--- src/rtl/gray_codec_pipe.sv ---
// gray_codec_pipe: multi-channel Gray encoder/decoder with a STAGES-deep valid/ready pipeline.
// Define GRAY_CODEC_ERRCHK_EN to add sticky per-channel single-step violation flags (err_flag/err_clear).
module gray_codec_pipe #(
    parameter int WIDTH    = 6,
    parameter int CHANNELS = 2,
    parameter int STAGES   = 2
) (
    input  logic                      clock,
    input  logic                      reset,
    input  logic                      in_valid,
    output logic                      in_ready,
    input  logic                      in_mode,
    input  logic [CHANNELS*WIDTH-1:0] in_data,
    output logic                      out_valid,
    input  logic                      out_ready,
    output logic                      out_mode,
    output logic [CHANNELS*WIDTH-1:0] out_data
`ifdef GRAY_CODEC_ERRCHK_EN
    ,
    output logic [CHANNELS-1:0]       err_flag,
    input  logic                      err_clear
`endif
);

    localparam int DW  = CHANNELS * WIDTH;
    localparam int SEG = (WIDTH + STAGES - 1) / STAGES;

    function automatic logic [WIDTH-1:0] gray_encode(input logic [WIDTH-1:0] b);
        return b ^ (b >> 1);
    endfunction

    // Resolves the Gray bits of segment k in place; every bit above the segment is already binary.
    function automatic logic [WIDTH-1:0] resolve_seg(input logic [WIDTH-1:0] w_in, input int k);
        logic [WIDTH-1:0] w;
        int hi;
        int lo;
        w  = w_in;
        hi = WIDTH - 1 - k * SEG;
        lo = WIDTH - (k + 1) * SEG;
        for (int n = WIDTH - 2; n >= 0; n--) begin
            if (n <= hi && n >= lo) begin
                w[n] = w[n] ^ w[n + 1];
            end
        end
        return w;
    endfunction

    logic              adv;
    logic [STAGES-1:0] valid_d, valid_q;
    logic [STAGES-1:0] mode_d, mode_q;
    logic [DW-1:0]     data_d [STAGES];
    logic [DW-1:0]     data_q [STAGES];

    always_comb begin
        adv     = ~valid_q[STAGES-1] | out_ready;
        valid_d = valid_q;
        mode_d  = mode_q;
        data_d  = data_q;
        if (adv) begin
            valid_d[0] = in_valid;
            mode_d[0]  = in_mode;
            for (int c = 0; c < CHANNELS; c++) begin
                data_d[0][c*WIDTH +: WIDTH] = in_mode ? gray_encode(in_data[c*WIDTH +: WIDTH])
                                                      : resolve_seg(in_data[c*WIDTH +: WIDTH], 0);
            end
            // Encoded beats are final after stage 0; later stages only delay them.
            for (int k = 1; k < STAGES; k++) begin
                valid_d[k] = valid_q[k-1];
                mode_d[k]  = mode_q[k-1];
                for (int c = 0; c < CHANNELS; c++) begin
                    data_d[k][c*WIDTH +: WIDTH] = mode_q[k-1] ? data_q[k-1][c*WIDTH +: WIDTH]
                                                              : resolve_seg(data_q[k-1][c*WIDTH +: WIDTH], k);
                end
            end
        end
    end

    always_ff @(posedge clock or posedge reset) begin
        if (reset) begin
            valid_q <= '0;
            mode_q  <= '0;
            for (int k = 0; k < STAGES; k++) begin
                data_q[k] <= '0;
            end
        end else begin
            valid_q <= valid_d;
            mode_q  <= mode_d;
            for (int k = 0; k < STAGES; k++) begin
                data_q[k] <= data_d[k];
            end
        end
    end

    assign in_ready  = adv;
    assign out_valid = valid_q[STAGES-1];
    assign out_mode  = mode_q[STAGES-1];
    assign out_data  = data_q[STAGES-1];

`ifdef GRAY_CODEC_ERRCHK_EN
    logic [WIDTH-1:0]    last_d [CHANNELS];
    logic [WIDTH-1:0]    last_q [CHANNELS];
    logic [CHANNELS-1:0] has_prev_d, has_prev_q;
    logic [CHANNELS-1:0] err_d, err_q;

    // A set from a new violation overrides a clear in the same cycle.
    always_comb begin
        last_d     = last_q;
        has_prev_d = has_prev_q;
        err_d      = err_clear ? '0 : err_q;
        if (in_valid && adv && !in_mode) begin
            for (int c = 0; c < CHANNELS; c++) begin
                if (has_prev_q[c] && ($countones(in_data[c*WIDTH +: WIDTH] ^ last_q[c]) > 1)) begin
                    err_d[c] = 1'b1;
                end
                last_d[c]     = in_data[c*WIDTH +: WIDTH];
                has_prev_d[c] = 1'b1;
            end
        end
    end

    always_ff @(posedge clock or posedge reset) begin
        if (reset) begin
            has_prev_q <= '0;
            err_q      <= '0;
            for (int c = 0; c < CHANNELS; c++) begin
                last_q[c] <= '0;
            end
        end else begin
            has_prev_q <= has_prev_d;
            err_q      <= err_d;
            for (int c = 0; c < CHANNELS; c++) begin
                last_q[c] <= last_d[c];
            end
        end
    end

    assign err_flag = err_q;
`endif

endmodule
--- config.mk ---
export PLATFORM = sky130hd
export DESIGN_NAME = gray_codec_pipe
export DESIGN_NICKNAME = d
export VERILOG_FILES = /design/src/rtl/gray_codec_pipe.sv
export SDC_FILE = /design/constraint.sdc
export NUM_CORES = 1
export LEC_CHECK = 0
export ABC_AREA = 0
export CORE_ASPECT_RATIO = 1.4
export CORE_MARGIN = 1.5
export CORE_UTILIZATION = 49
export DETAILED_ROUTE_END_ITERATION = 8
export PLACE_DENSITY = 0.8
export SLEW_MARGIN = 30
export SYNTH_ARGS = -nofsm -noshare
export SYNTH_HDL_FRONTEND = slang
export SYNTH_SLANG_ARGS = --single-unit
--- constraint.sdc ---
create_clock -name clock -period 1.8 [get_ports clock]
set_input_delay 0.36 -clock clock [delete_from_list [all_inputs] [get_ports clock]]
set_output_delay 0.36 -clock clock [all_outputs]
set_load 0.01 [all_outputs]
# Word level (Yosys, flattened, before mapping)
# Index checks and enable logic that the tools add are counted.
[totals] in_bits=17 output_inout_bits=15 word_cells=28 register_bits=28
[classes] n_mux=10 n_bitwise=14
[op_table] cell="$mux 6" count=2
[op_table] cell="$xor 6x5->6" count=2
[op_table] cell="$xor 1x1->1" count=10
[op_table] cell="$mux 1" count=6
[op_table] cell="$mux 3" count=2
[op_table] cell="$not 1->1" count=1
[op_table] cell="$or 1x1->1" count=1

# Depth between registers and ports, before layout
# Gate-level depths: netlist of the first run.
[depth] word_depth=7 depth_mapped=6 ltp_nobuf=4

# Least setup slack after synthesis of the first run
# No wires, ideal clock.
[synth_path] kind="reg2out" startpoint="reg valid_q[1]" endpoint="out in_ready" arrival_ns=1.071 path_buffers=2 setup_slack_ns=0.369 path_stages_with_launch=5 required_ns=1.440 cell_sequence="dfrtp_1 nor2b_1 clkbuf_1 inv_1 clkbuf_1"
[synth_via] elab_chain_len=2
[synth_lines] item="start: declaration" line_no="49" rtl="logic [STAGES-1:0] valid_d, valid_q;"
[synth_lines] item="start signal: assignment" line_no="86" rtl="valid_q <= valid_d;"
[synth_lines] item="$not 1->1" line_no="55" rtl="adv = ~valid_q[STAGES-1] | out_ready;"
[synth_lines] item="$or 1x1->1" line_no="55"
[synth_lines] item="end: declaration" line_no="11" rtl="output logic in_ready,"
# Every way passes these cells.

# Final worst setup path of the first run
[layout_path] startpoint="in out_ready" endpoint="out in_ready"
[layout_via] elab_chain_len=1
[layout_lines] item="start: declaration" line_no="15" rtl="input logic out_ready,"
[layout_lines] item="$or 1x1->1" line_no="55"
# Every way passes these cells.

==> results by group, run 1 <==
Power and ir drop
  • Pwr dens: 1016 mW/mm²
  • Comb power frac: 0.328
  • Design Power: 0.001709 W
  • Peak supply drop: roughly 730 µV
  • Net Switching: around 0.00049 W
  • Sequential share of power: 0.504
  • LEAKAGE: 0.7535 nW
  • Clk pwr share: 0.167
  • Switching share of power: 0.2877
  • Int Pwr: 0.001217 W

Detailed routing
  • Detailed-route DRC error count: 0
  • Starting DRC count in detailed routing: 18
  • Avg WL per Cell: 10.37 µm
  • Total number of vias: 987
  • Vias per cell: 4.768
  • Post-route ant nets: 0
  • WL final: 2147 µm
  • Pre-antenna DRT Iters: 3

Final layout
  • Fin cells: 207
  • Final Core Density: 0.6303
  • # diodes: 0
  • Syn-to-layout area delta: 21.28%
  • Share of cells above drive strength 1: 0.04678
  • Layout Nets: 189

Synth
  • Synth top cells by count: 51 x nand2_1, 28 x dfrtp_1, 16 x o21ai_0
  • Yosys warnings: 0
  • Count leader, synth: nand2_1
  • EDFF count, synth: 0
  • Syn Area/Cell: 9.069 µm²
  • Cell count after synthesis: between 150 and 200
  • Top-area cell type share of the netlist area: 0.5050
  • Cell taking the most area after synthesis: dfrtp_1
  • Post-synth design cell area: around 0.0014 mm²
  • Seq/Total Area, Yosys: 0.5050
  • Main synth FF type: dfrtp_1
  • FF+latch count, synth: 28
  • Synth unique cells: 14
  • Dominant cells by area after synthesis: dfrtp_1 50%, nand2_1 14%, buf_4 6.5%, o21ai_0 5.8%, xnor2_1 5.0%
  • Post-synth ARST share: 1.000
  • Syn nets: 170

Die
  • I/O pins: 32
  • Full die area: about 0.0032 mm²
  • Placement Rows: 22
  • Core area: 0.002670 mm²
  • Initial Util: 0.5197
  • Die Y: 65.97 µm
  • Die Wd: 47.98 µm

Timing
  • Tmin final: approximately 1.6 ns
  • Setup_tns: 0 ns
  • Slew margin rel.: 0.7758
  • Max Freq: 0.6135 GHz
  • Worst-margin pin slew: 0.3362 ns
  • Hold slack: 0.3863 ns
  • Setup Viol. Count Final: 0
  • Tcrit/Tclk final: 0.9055
  • Hold Vio Cnt, Final: 0
  • Layout Skew: 0.004648 ns
  • Unrepaired setup endpoints after global routing: false
  • Fin. max-slew vios: 0

Worst setup path
  • Reg2reg start: data_q[21]
  • Crit path capture type: output port
  • Slowest cell on crit path: clkdlybuf4s50_1
  • Crit path kind: in -> out
  • Arr. time, crit path: approximately 1.3 ns
  • Worst-path maximum fanout: 2
  • R2r setup slk: 0.40 ns
  • Slowest stage delay, CP: 0.41 ns
  • Reg2reg end: out_data[6]
  • Reg2Reg Depth: 3
  • Crit-path cells: clkdlybuf4s50_1 > nor2b_2 > inv_1 > dlygate4sd2_1
  • Req. time, crit path: about 1.4 ns
  • Worst setup SP type: input port

Clock network
  • Clock Latency Late Sink: 0.31 ns
  • Worst-path clk slew: 0.14 ns
  • CTS H-tree lvls: 1
  • Number of CTS-inserted buffers: 3
  • Sink Count: 28
  • Cts-stage hold buffer count: 0
  • Root Driver: clkbuf_4
  • CTS tree: done
  • Clock tree buffer depth: 2

Global route
  • Remaining global-route overflow: 0
  • Pin count of the biggest net entering global routing: 36
  • Initial antenna violation count: 0
  • Global-route wire length before repair: 3877 µm
  • Vias in the first global route: slightly below 1000
  • Total track usage: 0.1642

Placed design
  • DP HPWL: 1654 µm
  • Port bufs: 31
  • Inst Count DP: 203
  • Placer Congestion: 0.7340

Worst hold path
  • Hold Path Class: in -> async

Status
  • Status: complete, no violations

Job
  • Max-cap viol count: 0
==> critical path: cells and delay by family <==
kind                   cells  cell delay, ns
buffers and inverters      3            0.76
and+or+nand+nor            1            0.15
==> power by group through the flow <==
stage / Sequential (W) / Clock (W) / Combinational (W)
6_report: 0.000862 / 0.000286 / 0.000561
5_1_grt: 0.000883 / 0.000323 / 0.000627
4_1_cts: 0.000863 / 0.000295 / 0.000571
3_5_place_dp: 0.000876 / 0 / 0.000573
3_3_place_gp: 0.000867 / 0 / 0.000554
2_1_floorplan: 0.000853 / 0 / 0.000424
==> cells in the final DEF, fill, tap and decap left out <==
cell	synthesis	layout
nand2_1	51	51
clkdlybuf4s50_1	0	30
dfrtp_1	28	28
o21ai_0	16	16
xnor2_1	8	8
xor2_1	8	8
or3_1	4	4
nor2_1	4	4
a31oi_1	4	4
nor2b_1	5	4
clkbuf_4	0	3
buf_4	12	3
inv_1	2	2
xnor3_1	2	2
nor2b_2	0	1
nand2b_1	1	1
clkbuf_8	0	1
dlygate4sd2_1	0	1
==> area by class of cell <==
type / count / area (µm²)
timing repair buffer: 34 / 331.6
inverter: 2 / 7.507
multi-input combinational: 103 / 561.8
fill: 224 / 987.2
sequential: 28 / 700.7
clock buffer: 4 / 36.28
tap: 36 / 45.04
==> routing by layer <==
layer / wire length, µm / share of wire / track usage / vias up
met5: 0 / 0 / 0 / -
met4: 32 / 0.015 / 0.03041 / 0
met3: 87 / 0.041 / 0.02732 / 4
met2: 1115 / 0.52 / 0.2900 / 25
met1: 912 / 0.42 / 0.2033 / 453
li1: - / - / - / 505
==> through the flow <==
| stage | instance area [µm²] | worst slack [ns] |
|---|---|---|
| finish | 1683 | 0.1701 |
| global route | 1683 | 0.1167 |
| CTS | 1683 | 0.1635 |
| detailed placement | 1648 | -0.03647 |
| global placement | 1648 | -0.04708 |
| floorplan | 1388 | 0.3688 |
==> kinds of logic (layout without fill, tap and decap cells) <==
logic type,Yosys count,in the layout,share of synthesized area
xor gates and xnor gates,18,18,0.1335
and+or+nand+nor,65,65,0.1939
AOI/OAI and AO/OA,20,20,0.07574
buffers and inverters,22,40,0.09198
DFF,28,28,0.5050
==> sequential cells by signal (all words and copies together) (netlist names) <==
signal,flops
out_data,12
data_q,12
mode_q,2
valid_q,2
==> repair_timing <==
| action | CTS | global route |
|---|---|---|
| setup endpoints to repair | 1 | 0 |
| resized for setup | 1 | 0 |
| setup buffers | 0 | 0 |
==> worst max path at each step <==
stage                from  endpoint  slack (ns)  cells past startpoint
6_report        out_ready  in_ready        0.17                      4
5_1_grt         out_ready  in_ready        0.12                      4
4_1_cts         out_ready  in_ready        0.16                      4
3_5_place_dp    out_ready  in_ready       -0.04                      4
3_3_place_gp    out_ready  in_ready       -0.05                      4
2_1_floorplan  valid_q[1]  in_ready        0.37                      4
(Power assumes the default switching activity.)
==> inputs of run 2 (changes only) <==
--- a/config.mk
+++ b/config.mk
@@ -6,11 +6,13 @@
 export NUM_CORES = 1
 export LEC_CHECK = 0
 export ABC_AREA = 0
+export CELL_PAD_IN_SITES_DETAIL_PLACEMENT = 0
+export CELL_PAD_IN_SITES_GLOBAL_PLACEMENT = 1
 export CORE_ASPECT_RATIO = 1.4
 export CORE_MARGIN = 1.5
-export CORE_UTILIZATION = 49
+export CORE_UTILIZATION = 37
 export DETAILED_ROUTE_END_ITERATION = 8
-export PLACE_DENSITY = 0.8
+export PLACE_DENSITY = 0.81
 export SLEW_MARGIN = 30
 export SYNTH_ARGS = -nofsm -noshare
 export SYNTH_HDL_FRONTEND = slang
==> results by group, run 2 (synthesis results as in run 1) <==
Timing
  • Layout Skew: 0.004912 ns (+0.0002639 ns)
  • Hold Vio Cnt, Final: 0 (unchanged)
  • Max Freq: 0.6131 GHz (about the same)
  • Slew margin rel.: 0.7685 (-0.007387)
  • Fin. max-slew vios: 0 (unchanged)
  • Unrepaired setup endpoints after global routing: false
  • Worst-margin pin slew: 0.3473 ns (+0.01108 ns)
  • Tmin final: 1.631 ns (+0.001084 ns)
  • Setup Viol. Count Final: 0 (unchanged)
  • Tcrit/Tclk final: 0.9061 (about the same)

Global route
  • Met2 global-route usage: 0.2169 (-0.07307)
  • Global-route track usage on met1: 0.1445 (-0.05877)
  • Initial antenna violation count: 0 (unchanged)
  • Global-route wire length before repair: 3808 µm (-1.8%)
  • Pin count of the biggest net entering global routing: 36 (unchanged)
  • Total track usage: 0.1262 (-0.03795)
  • Vias in the first global route: 920 (-5.1%)
  • Most Crowded Layer GR: met2
  • Met3 usage: 0.02157 (-0.005754)
  • Remaining global-route overflow: 0 (unchanged)

Worst setup path
  • Reg2reg start: data_q[21]
  • Arr. time, crit path: 1.27 ns (about the same)
  • Crit path capture type: output port
  • Req. time, crit path: 1.44 ns (about the same)
  • Worst-path maximum fanout: 2 (unchanged)
  • Worst setup SP type: input port
  • Slowest stage delay, CP: 0.42 ns (about the same)
  • Slowest cell on crit path: clkdlybuf4s50_1
  • Crit path kind: in -> out
  • Crit path max-delay family: buffers and inverters
  • Reg2Reg Depth: 3 (unchanged)
  • Reg2reg end: out_data[6]
  • R2r setup slk: 0.38 ns (-0.02 ns)
  • Crit-path cells: clkdlybuf4s50_1 > nor2b_2 > inv_1 > dlygate4sd2_1
  • Buf/Inv on CP: 3 (unchanged)

Clock network
  • Number of CTS-inserted buffers: 3 (unchanged)
  • CTS H-tree lvls: 1 (unchanged)
  • Post-CTS Setup Inserts: 0 (unchanged)
  • Worst-path clk slew: 0.09 ns (-0.05 ns)
  • Clock Latency Late Sink: 0.27 ns (-0.04 ns)
  • Post_cts resized: 1 (unchanged)
  • Cts-stage hold buffer count: 0 (unchanged)
  • Sink Count: 28 (unchanged)
  • CTS tree: done
  • Root Driver: clkbuf_8
  • Clock tree buffer depth: 2 (unchanged)

Final layout
  • # diodes: 0 (unchanged)
  • Commonest non-fill, non-tap cell in the layout: nand2_1
  • Most frequent cells in the layout: 51 x nand2_1, 30 x clkdlybuf4s50_1, 28 x dfrtp_1
  • Final Core Density: 0.4778 (-0.1524)
  • Share of cells above drive strength 1: 0.04678 (unchanged)
  • Layout Nets: 189 (unchanged)
  • Fin cells: 213 (+2.9%)
  • Reg area: 700.7 µm² (unchanged)
  • Syn-to-layout area delta: 24.35%
  • Footprint of the multi-input gates: 561.8 µm² (unchanged)
  • Fillers: 363 (+62%)

Detailed routing
  • Starting DRC count in detailed routing: 13 (-5)
  • Vias per cell: 4.531 (-5.0%)
  • Detailed-route DRC error count: 0 (unchanged)
  • Total number of vias: 965 (-2.2%)
  • WL final: 2282 µm (+6.3%)
  • Post-route ant nets: 0 (unchanged)
  • Pre-antenna DRT Iters: 4 (+1)
  • Avg WL per Cell: 10.71 µm (+3.3%)

Placed design
  • Inst Count DP: 209 (+3.0%)
  • Port bufs: 31 (unchanged)
  • DP HPWL: 1699 µm (+2.7%)
  • Placer Congestion: 0.6888 (-6.2%)

Power and ir drop
  • Peak supply drop: 399.8 µV (-45%)
  • Sequential share of power: 0.452 (-0.052)
  • Net Switching: 0.0005145 W (+4.6%)
  • Comb power frac: 0.295 (-0.033)
  • Design Power: 0.001907 W (+12%)
  • Clk pwr share: 0.252 (+0.085)
  • Int Pwr: 0.001392 W (+14%)
  • LEAKAGE: 0.7682 nW (+2.0%)
  • Switching share of power: 0.2698 (-0.01792)
  • Pwr dens: 1105 mW/mm² (+8.8%)

Die
  • I/O pins: 32 (unchanged)
  • Placement Rows: 26 (+18%)
  • Die Y: 75.46 µm (+14%)
  • Core area: 0.003611 mm² (+35%)
  • Die Wd: 54.76 µm (+14%)
  • Initial Util: 0.3843 (-0.1354)
  • Full die area: 0.004132 mm² (+31%)

Job
  • Max-cap viol count: 0 (unchanged)

Worst hold path
  • Hold Path Class: in -> async

Status
  • Status: complete, no violations
-- run 2: cell count changes in the layout (fill, tap and decap cells not counted), sizes merged --
cell,delta
bufinv,+1
clkbuf,-1
-- run 2: how the worst max path moves through the flow --
stage	depth (start not counted)	from	endpoint
6_report	4	out_ready	in_ready
5_1_grt	4	out_ready	in_ready
4_1_cts	4	out_ready	in_ready
3_5_place_dp	4	out_ready	in_ready
3_3_place_gp	4	out_ready	in_ready
2_1_floorplan	4	valid_q[1]	in_ready
-- run 2: metrics by stage --
step                      cell area, µm²  hold WS [ns]  TNS [ns]  setup WS [ns]
final                               1725        0.4379         0         0.1690
after global routing                1725        0.4964         0         0.1176
after CTS                           1725        0.4453         0         0.1617
after detailed placement            1655        0.4564  -0.06735       -0.06735
after global placement              1655        0.4442  -0.08083       -0.08083
after floorplan                     1388        0.4254         0         0.3688
-- run 2: worst reg2reg max path, cell delays in order, from the launching register on --
cell and delay (ns):
dfrtp_1 0.43, xnor3_1 0.42, or3_1 0.31, a31oi_1 0.18
-- run 2: cell type report --
| class | count | area share |
|---|---|---|
| Tap cell | 42 | 0.03046 |
| Inverter | 2 | 0.004351 |
| Multi-Input combinational cell | 103 | 0.3256 |
| Sequential cell | 28 | 0.4061 |
| Clock inverter | 1 | 0.01740 |
| Timing Repair Buffer | 34 | 0.1922 |
| Clock buffer | 3 | 0.02393 |
-- run 2: power groups by stage --
| stage | logic [W] | registers (W) | clock network (W) |
|---|---|---|---|
| after floorplan | 0.000424 | 0.000853 | 0 |
| after global placement | 0.000559 | 0.000872 | 0 |
| after CTS | 0.000573 | 0.000866 | 0.000496 |
| after detailed placement | 0.000574 | 0.000879 | 0 |
| after global routing | 0.000629 | 0.000886 | 0.000514 |
| final | 0.000563 | 0.000862 | 0.000481 |
-- run 2: routing by layer --
layer	up-vias	part of all wire
li1	508	-
met1	428	0.43
met2	25	0.50
met5	-	0
met3	4	0.044
met4	0	0.028
==> inputs of run 3 (changes only) <==
--- a/config.mk
+++ b/config.mk
@@ -13,6 +13,7 @@
 export CORE_UTILIZATION = 37
 export DETAILED_ROUTE_END_ITERATION = 8
 export PLACE_DENSITY = 0.81
+export REMOVE_ABC_BUFFERS = 1
 export SLEW_MARGIN = 30
 export SYNTH_ARGS = -nofsm -noshare
 export SYNTH_HDL_FRONTEND = slang
==> results by group, run 3 (synthesis results as in run 1) <==
Status
  • Status: complete, no violations

Placed design
  • Port bufs: 31 (unchanged)
  • DP HPWL: 1646 µm (-3.1%)
  • Placer Congestion: 0.7329 (+6.4%)

Clock network
  • Root Driver: clkbuf_8
  • Worst-path clk slew: 0.09 ns (about the same)
  • Clock Latency Late Sink: 0.27 ns (about the same)
  • Number of CTS-inserted buffers: 3 (unchanged)
  • CTS H-tree lvls: 1 (unchanged)
  • Sink Count: 28 (unchanged)
  • CTS tree: done
  • Cts-stage hold buffer count: 0 (unchanged)
  • Clock tree buffer depth: 2 (unchanged)
  • Post-CTS Setup Inserts: 0 (unchanged)

Global route
  • Remaining global-route overflow: 0 (unchanged)
  • Total track usage: 0.1246 (-0.001612)
  • Global-route wire length before repair: 3670 µm (-3.6%)
  • Vias in the first global route: 848 (-7.8%)
  • Initial antenna violation count: 0 (unchanged)
  • Pin count of the biggest net entering global routing: 36 (unchanged)

Detailed routing
  • Starting DRC count in detailed routing: 16 (+3)
  • Total number of vias: 953 (-1.2%)
  • WL final: 2179 µm (-4.5%)
  • Detailed-route DRC error count: 0 (unchanged)
  • Vias per cell: 4.495 (-0.78%)
  • Avg WL per Cell: 10.28 µm (-4.1%)
  • Pre-antenna DRT Iters: 6 (+2)
  • Post-route ant nets: 0 (unchanged)

Worst setup path
  • Slowest stage delay, CP: 0.41 ns (about the same)
  • Req. time, crit path: 1.44 ns (about the same)
  • Crit path kind: in -> out
  • Crit-path cells: clkdlybuf4s50_1 > nor2b_2 > inv_1 > dlygate4sd2_1
  • R2r setup slk: 0.41 ns (+0.03 ns)
  • Reg2reg start: data_q[21]
  • Critical Path Start: out_ready
  • Crit path capture type: output port
  • Worst setup SP type: input port
  • Worst-path maximum fanout: 2 (unchanged)
  • Crit path max-delay family: buffers and inverters
  • Buf/Inv on CP: 3 (unchanged)
  • Slowest cell on crit path: clkdlybuf4s50_1
  • Arr. time, crit path: 1.25 ns (-0.02 ns)

Timing
  • Slew margin rel.: 0.7670 (-0.001442)
  • Fin. max-slew vios: 0 (unchanged)
  • Setup_tns: 0 ns (unchanged)
  • Setup Viol. Count Final: 0 (unchanged)
  • Tcrit/Tclk final: 0.8947 (-0.01144)
  • Tmin final: 1.610 ns (-0.02059 ns)
  • Worst-margin pin slew: 0.3495 ns (+0.002162 ns)
  • Layout Skew: 0.003352 ns (-0.001560 ns)
  • Max Freq: 0.6209 GHz (+1.3%)
  • Unrepaired setup endpoints after global routing: false
  • Hold Vio Cnt, Final: 0 (unchanged)

Die
  • Die Y: 75.46 µm (unchanged)
  • Die Wd: 54.76 µm (unchanged)
  • Initial Util: 0.3843 (unchanged)
  • Full die area: 0.004132 mm² (unchanged)
  • Placement Rows: 26 (unchanged)
  • Core area: 0.003611 mm² (unchanged)
  • I/O pins: 32 (unchanged)

Worst hold path
  • Hold Path Class: in -> async

Final layout
  • Most frequent cells in the layout: 51 x nand2_1, 30 x clkdlybuf4s50_1, 28 x dfrtp_1
  • Fillers: 366 (+0.83%)
  • Syn-to-layout area delta: 22.18%
  • Share of cells above drive strength 1: 0.04118 (-0.005607)
  • # diodes: 0 (unchanged)
  • Commonest non-fill, non-tap cell in the layout: nand2_1
  • Final Core Density: 0.4695 (-0.008316)
  • Layout Nets: 189 (unchanged)

Power and ir drop
  • Peak supply drop: 499.3 µV (+25%)
  • Net Switching: 0.0005066 W (-1.5%)
  • Switching share of power: 0.2892 (+0.01942)
  • Int Pwr: 0.001245 W (-11%)
  • Sequential share of power: 0.493 (+0.041)
  • Clk pwr share: 0.188 (-0.064)
  • Pwr dens: 1033 mW/mm² (-6.5%)
  • LEAKAGE: 0.7541 nW (-1.8%)
  • Comb power frac: 0.318 (+0.023)

Job
  • Max-cap viol count: 0 (unchanged)
-- run 3: changes by cell type in the layout (fill, tap and decap cells not counted) --
| cell | delta |
|---|---|
| bufinv_16 | -1 |
-- run 3: timing repair --
action / CTS / global route
setup endpoints to repair: 1 / 0
resized for setup: 1 / 0
hold endpoints to repair: 0 / 0
-- run 3: cell type report --
class,count,area (µm²),share of cell area
sequential,28,700.7,0.4133
multi-input combinational,103,561.8,0.3314
timing repair buffer,34,331.6,0.1956
tap,42,52.55,0.03100
clock buffer,3,41.29,0.02435
inverter,2,7.507,0.004428
-- run 3: metrics by stage --
step / setup slack (ns) / area, µm² / instances / total power [W] / hold slack (ns)
after floorplan: -0.7028 / 1267 / 133 / 0.001159 / 0.4254
after global placement: -0.06509 / 1655 / 209 / 0.001429 / 0.4403
final: 0.1896 / 1695 / 212 / 0.001752 / 0.4509
after detailed placement: -0.05751 / 1655 / 209 / 0.001450 / 0.4569
after global routing: 0.1415 / 1695 / 212 / 0.001887 / 0.4852
after CTS: 0.1765 / 1695 / 212 / 0.001781 / 0.4653
-- run 3: metal layers --
| metal | GRT usage | wire length (µm) |
|---|---|---|
| met1 | 0.1544 | 969 |
| met2 | 0.1971 | 1055 |
| met3 | 0.01961 | 95 |
| met4 | 0.08056 | 59 |
| met5 | 0 | 0 |
-- run 3: worst min-delay path: cells and delay by family --
kind,cells,cell delay [ns]
buf+inv,3,0.77
-- run 3: final timing paths --
check,to,cells past startpoint
setup / recovery,in_ready,4
setup reg to reg,out_data[6],3
min in group clock,valid_q[0],2
hold / removal,out_data[6],3
max in group asynchronous,out_data[3],3
hold reg to reg,valid_q[0],2
-- run 3: power by group through the flow --
stage               registers, W  logic [W]  clock network [W]
global route            0.000887   0.000626           0.000374
floorplan               0.000904   0.000255                  0
finish                  0.000864   0.000558           0.000330
CTS                     0.000868   0.000570           0.000343
global placement        0.000869   0.000560                  0
detailed placement      0.000880   0.000570                  0
